[config.mk]
export PLATFORM = sky130hd
export DESIGN_NAME = hazard_control_unit
export DESIGN_NICKNAME = d
export VERILOG_FILES = /design/src/rtl/hazard_control_unit.sv
export SDC_FILE = /design/constraint.sdc
export NUM_CORES = 1
export LEC_CHECK = 0
export ABC_AREA = 1
export ABC_CLOCK_PERIOD_IN_PS = 5300
export CAP_MARGIN = 20
export CORE_ASPECT_RATIO = 0.9
export CORE_MARGIN = 1.5
export CORE_UTILIZATION = 43
export DETAILED_ROUTE_END_ITERATION = 6
export HOLD_SLACK_MARGIN = 0.05
export PLACE_DENSITY_LB_ADDON = 0.12
export SYNTH_ARGS = -nofsm -noshare
export SYNTH_HDL_FRONTEND = slang
export SYNTH_SLANG_ARGS = --single-unit
[constraint.sdc]
create_clock -name clk -period 5.3 [get_ports clk]
set_clock_uncertainty 0.2 [all_clocks]
set_input_delay 0.53 -clock clk [delete_from_list [all_inputs] [get_ports clk]]
set_output_delay 0.53 -clock clk [all_outputs]
set_load 0.01 [all_outputs]
[src/rtl/hazard_control_unit.sv]
// Hazard control for the execute/writeback pipeline: operand forwarding select,
// load-use and memory-wait stalls, redirect flushes and stall/flush counters.

module hcu_fwd_sel (
    input  logic [4:0] src_i,
    input  logic [4:0] a3_w_i,
    input  logic       we_e_w_i,
    input  logic [4:0] a4_w2_i,
    input  logic       we_w_w2_i,
    input  logic       ex_path_i,
    output logic [1:0] fwd_o
);
    logic hit_w;
    logic hit_w2;

    assign hit_w  = we_e_w_i  && (src_i == a3_w_i)  && (src_i != 5'd0);
    assign hit_w2 = we_w_w2_i && (src_i == a4_w2_i) && (src_i != 5'd0);

    // Younger Writeback result shadows the older W2 result for the same register.
    always_comb begin
        fwd_o = 2'd0;
        if (hit_w)
            fwd_o = 2'd1;
        else if (hit_w2)
            fwd_o = ex_path_i ? 2'd3 : 2'd2;
    end
endmodule

module hazard_control_unit (
    input  logic        clk,
    input  logic        reset,
    input  logic [4:0]  A1_E,
    input  logic [4:0]  A2_E,
    input  logic [4:0]  A3_W,
    input  logic        RegWE_E_W,
    input  logic [4:0]  A4_W,
    input  logic        RegWE_W_W,
    input  logic [4:0]  A4_W2,
    input  logic        RegWE_W_W2,
    input  logic [1:0]  ExPathW2,
    input  logic [1:0]  PCSrcE,
    input  logic        mem_req_W,
    input  logic        mem_ready,
    output logic        StallF,
    output logic        StallD,
    output logic        StallE,
    output logic        StallW,
    output logic        FlushD,
    output logic        FlushE,
    output logic        FlushW,
    output logic [1:0]  fwdA_E,
    output logic [1:0]  fwdB_E,
    output logic [31:0] stall_cnt,
    output logic [31:0] flush_cnt
);
    localparam int NUM_OPS = 2;

    typedef enum logic [1:0] {
        RUN        = 2'd0,
        LOAD_STALL = 2'd1,
        MEM_WAIT   = 2'd2
    } state_t;

    state_t state_q, state_d;

    logic [NUM_OPS-1:0][4:0] src;
    logic [NUM_OPS-1:0][1:0] fwd_raw;
    logic                    mem_wait;
    logic                    load_use;
    logic                    any_stall;
    logic [31:0]             stall_cnt_q, stall_cnt_d;
    logic [31:0]             flush_cnt_q, flush_cnt_d;
    logic                    unused_expath;

    assign src           = {A2_E, A1_E};
    assign unused_expath = ExPathW2[1];

    for (genvar gi = 0; gi < NUM_OPS; gi++) begin : g_fwd
        hcu_fwd_sel u_fwd (
            .src_i     (src[gi]),
            .a3_w_i    (A3_W),
            .we_e_w_i  (RegWE_E_W),
            .a4_w2_i   (A4_W2),
            .we_w_w2_i (RegWE_W_W2),
            .ex_path_i (ExPathW2[0]),
            .fwd_o     (fwd_raw[gi])
        );
    end

    assign mem_wait = mem_req_W && !mem_ready;
    assign load_use = RegWE_W_W && (A4_W != 5'd0) &&
                      ((A1_E == A4_W) || (A2_E == A4_W));

    always_ff @(posedge clk) begin
        if (reset)
            state_q <= RUN;
        else
            state_q <= state_d;
    end

    always_comb begin
        state_d = state_q;
        case (state_q)
            RUN: begin
                if (mem_wait)
                    state_d = MEM_WAIT;
                else if (load_use)
                    state_d = LOAD_STALL;
            end
            LOAD_STALL: state_d = mem_wait ? MEM_WAIT : RUN;
            MEM_WAIT:   state_d = mem_wait ? MEM_WAIT : RUN;
            default:    state_d = RUN;
        endcase
    end

    // Controls follow the live inputs so a hazard is covered in the cycle it appears;
    // a redirect seen while stalled is dropped and re-presented once released.
    always_comb begin
        StallF = 1'b0;
        StallD = 1'b0;
        StallE = 1'b0;
        StallW = 1'b0;
        FlushD = 1'b0;
        FlushE = 1'b0;
        FlushW = 1'b0;
        fwdA_E = fwd_raw[0];
        fwdB_E = fwd_raw[1];
        if (reset) begin
            FlushD = 1'b1;
            FlushE = 1'b1;
            FlushW = 1'b1;
            fwdA_E = 2'd0;
            fwdB_E = 2'd0;
        end else if (mem_wait) begin
            StallF = 1'b1;
            StallD = 1'b1;
            StallE = 1'b1;
            StallW = 1'b1;
        end else if (load_use) begin
            StallF = 1'b1;
            StallD = 1'b1;
            StallE = 1'b1;
            FlushW = 1'b1;
        end else if (PCSrcE != 2'd0) begin
            FlushD = 1'b1;
            FlushE = 1'b1;
        end
    end

    assign any_stall   = StallF || StallD || StallE || StallW;
    assign stall_cnt_d = stall_cnt_q + 32'(any_stall);
    assign flush_cnt_d = flush_cnt_q + 32'(FlushD);

    always_ff @(posedge clk) begin
        if (reset) begin
            stall_cnt_q <= 32'd0;
            flush_cnt_q <= 32'd0;
        end else begin
            stall_cnt_q <= stall_cnt_d;
            flush_cnt_q <= flush_cnt_d;
        end
    end

    assign stall_cnt = stall_cnt_q;
    assign flush_cnt = flush_cnt_q;
endmodule

==> flow_summary.ini <==
[status]
status = completed

[clock_network]
cts_max_level = 3
numCtsBuffers = 9
cts-resized-gates = 0
clkSinkCount = 64
path_clk_slew_ns = 0.08
cts_hold_buf = 0
post_cts_buffers = 0
cts_buffer_depth = 2
tritoncts = yes
clock_latency_ns = 0.35
cts-root-buf = clkbuf_8

[synthesis]
synthCells = 654
ys_seq_area_share_pct = 32.1
syn_avg_cell_area_um2 = 6.10
syn_nets = 694
synth.cell_area_um2 = 3990
synth_commonest_cells = nand2_1, nor2_1, inv_1
yosysMostFrequentCell = nand2_1
synth_edf_count = 0
synth_flop_cell = dfxtp_1
synth_area_leaders = dfxtp_1, nand2_1, nor2_1
ys_seq_elements = 64
synthArstFlopShare_pct = 0
synth.yosys.warnings = 0
yosysTopAreaCellShare_pct = 32.1
synth_top_area_cell = dfxtp_1
ys_types = 33

[critical_path]
cpPeakStageDelay_ns = 0.62
worstRegToRegCells = 11
worstPathCellList = clkdlybuf4s50_1 -> inv_1 -> nand2_1 -> nand2_1 -> nor2_1 -> nand3_1 -> nand2_1 -> nand2_1 -> a21oi_1 -> clkdlybuf4s50_1
slowest_stage = clkdlybuf4s50_1
rr_startpoint = flush_cnt[0]
crit_top_cell = nand2_1
critPathMaxFanout = 5
crit_required_ns = 4.57
worst_setup_path_end_kind = output pin
critPathLaunchType = input port
r2r_setup_slack_ns = 3.21
cp_data_arrival_time_ns = 2.60
rr_endpoint = flush_cnt[22]
worst-setup-path-type = input port to output pin

[cells_and_area]
area_growth_pct = 36.4
drive_gt1_share_pct = 5.58
antenna_cells = 0
finish.utilization_pct = 59.9
final_cells = 892
fillers = 887
seqCellArea_um2 = 1280
multiInputGateArea_um2 = 2360
fin_nets = 805

[sta]
worstMarginPinSlew_ns = 0.519
slew_headroom_pct = 65.4
worst_slack_ns = 1.97
fin_hold_ws_ns = 0.284
rsz0062_at_grt = no
fmax_mhz = 300
drv_slew = 0
setup_tns_ns = 0
hold_viol = 0
period_minus_slack_ns = 3.33
finalSetupViolations = 0
period_share_pct = 62.9

[worst_hold_path]
hold_end = stall_cnt[29]
hold_path.startpoint = stall_cnt[29]
hp-class = register to register
min_delay_path_depth = 2

[pwr]
vdd_ir_drop_max_mv = 0.156
power_density_nw_per_um2 = 208
leakagePower_uw = 0.00190

[routing]
drc = 0
vias_per_cell = 5.16
drtIter0Drc = 190
drt-total-wl_um = 12600
firstDrtPassIters = 5
vias = 4606
post_drt_wl_per_cell_um = 14.1
final_antenna_net_count = 0

[global_route]
grt_pass1_wl_um = 20200
grt_pass1_vias = 4293
grt_max_degree = 45
gr-usage-all-layers_pct = 25.8
antenna_found_initial = 0
grt_overflow = 0

[floorplanning]
die-width_um = 105
die_area_um2 = 9870
die_h_um = 94.4
pin_count = 111
fp.coreArea_um2 = 9080
initial_utilization_pct = 43.9
rows = 33

[placement]
pre_cts_ws_ns = 1.68
gp_congestion = 0.939
io_buffers = 109
dp_cells = 876
hpwlAfterDp_um = 9710

[run]
cap_viol_max_count = 0
layer usage:
metal | up-vias | GRT usage (%) | wire length (um)
met4 | 0 | 7.87 | 159
li1 | 2306 | - | -
met1 | 2095 | 32.7 | 5590
met2 | 185 | 43.3 | 5780
met3 | 20 | 6.69 | 1050
met5 | - | 0 | 0
cell type report:
type                    count  area share (%)
clock inverters             7            2.30
well taps                 122            2.81
flip-flops and latches     64            23.5
inverters                  79            5.45
clock buffers               9            2.28
multi-input cells         500            43.3
repair buffers            111            20.3
critical path: cells and delay by family:
family | cells | cell delay [ns]
buffers and inverters | 3 | 1.33
AND/OR/NAND/NOR | 6 | 0.49
AO/OA/AOI/OAI | 1 | 0.24
cell families after synthesis:
kind of cell / after synthesis / synth area share (%)
buffers and inverters: 90 / 8.84
and+or+nand+nor: 399 / 44.0
DFF: 64 / 32.1
AOI/OAI and AO/OA: 86 / 11.4
xor gates and xnor gates: 11 / 2.41
adders and majority gates: 4 / 1.25
power breakdown:
part           internal [uW]  switching, uW
logic                   55.4           57.3
clock network            318            216
registers                484           3.03
total                    857            277
how the worst max path moves through the flow:
| stage | from | endpoint | cells after the start |
|---|---|---|---|
| floorplan | reset | flush_cnt[22] | 16 |
| global placement | A1_E[3] | flush_cnt[22] | 21 |
| detailed placement | A1_E[3] | flush_cnt[22] | 21 |
| CTS | A2_E[4] | StallD | 10 |
| global route | A2_E[1] | stall_cnt[10] | 17 |
| finish | A2_E[1] | StallD | 10 |
layout by cell type (no fill, tap or decap), types with 3 or more instances in the layout:
master,instances
nand2_2,3
xor2_1,4
o21ai_0,23
inv_2,3
ha_1,4
o22ai_1,3
clkdlybuf4s50_1,109
a21oi_1,52
xnor2_1,7
clkbuf_8,9
nand3_1,29
dfxtp_1,64
o21a_1,4
bufinv_16,3
nor3_2,4
nor2_4,4
nand3b_1,10
nor3_1,21
nand4_1,12
nand2_1,197
nor2_2,6
inv_1,76
inv_6,3
nor2_1,103
metrics by stage:
stage / cell area, um2 / total power, uW
global placement: 5190 / 610
floorplan: 3990 / 552
CTS: 5440 / 1140
finish: 5440 / 1130
detailed placement: 5190 / 611
global route: 5440 / 1180
sequential cells by signal (all words and copies together) (netlist names):
register,count
flush_cnt,32
stall_cnt,32
Power figures use the tool's default switching activity.
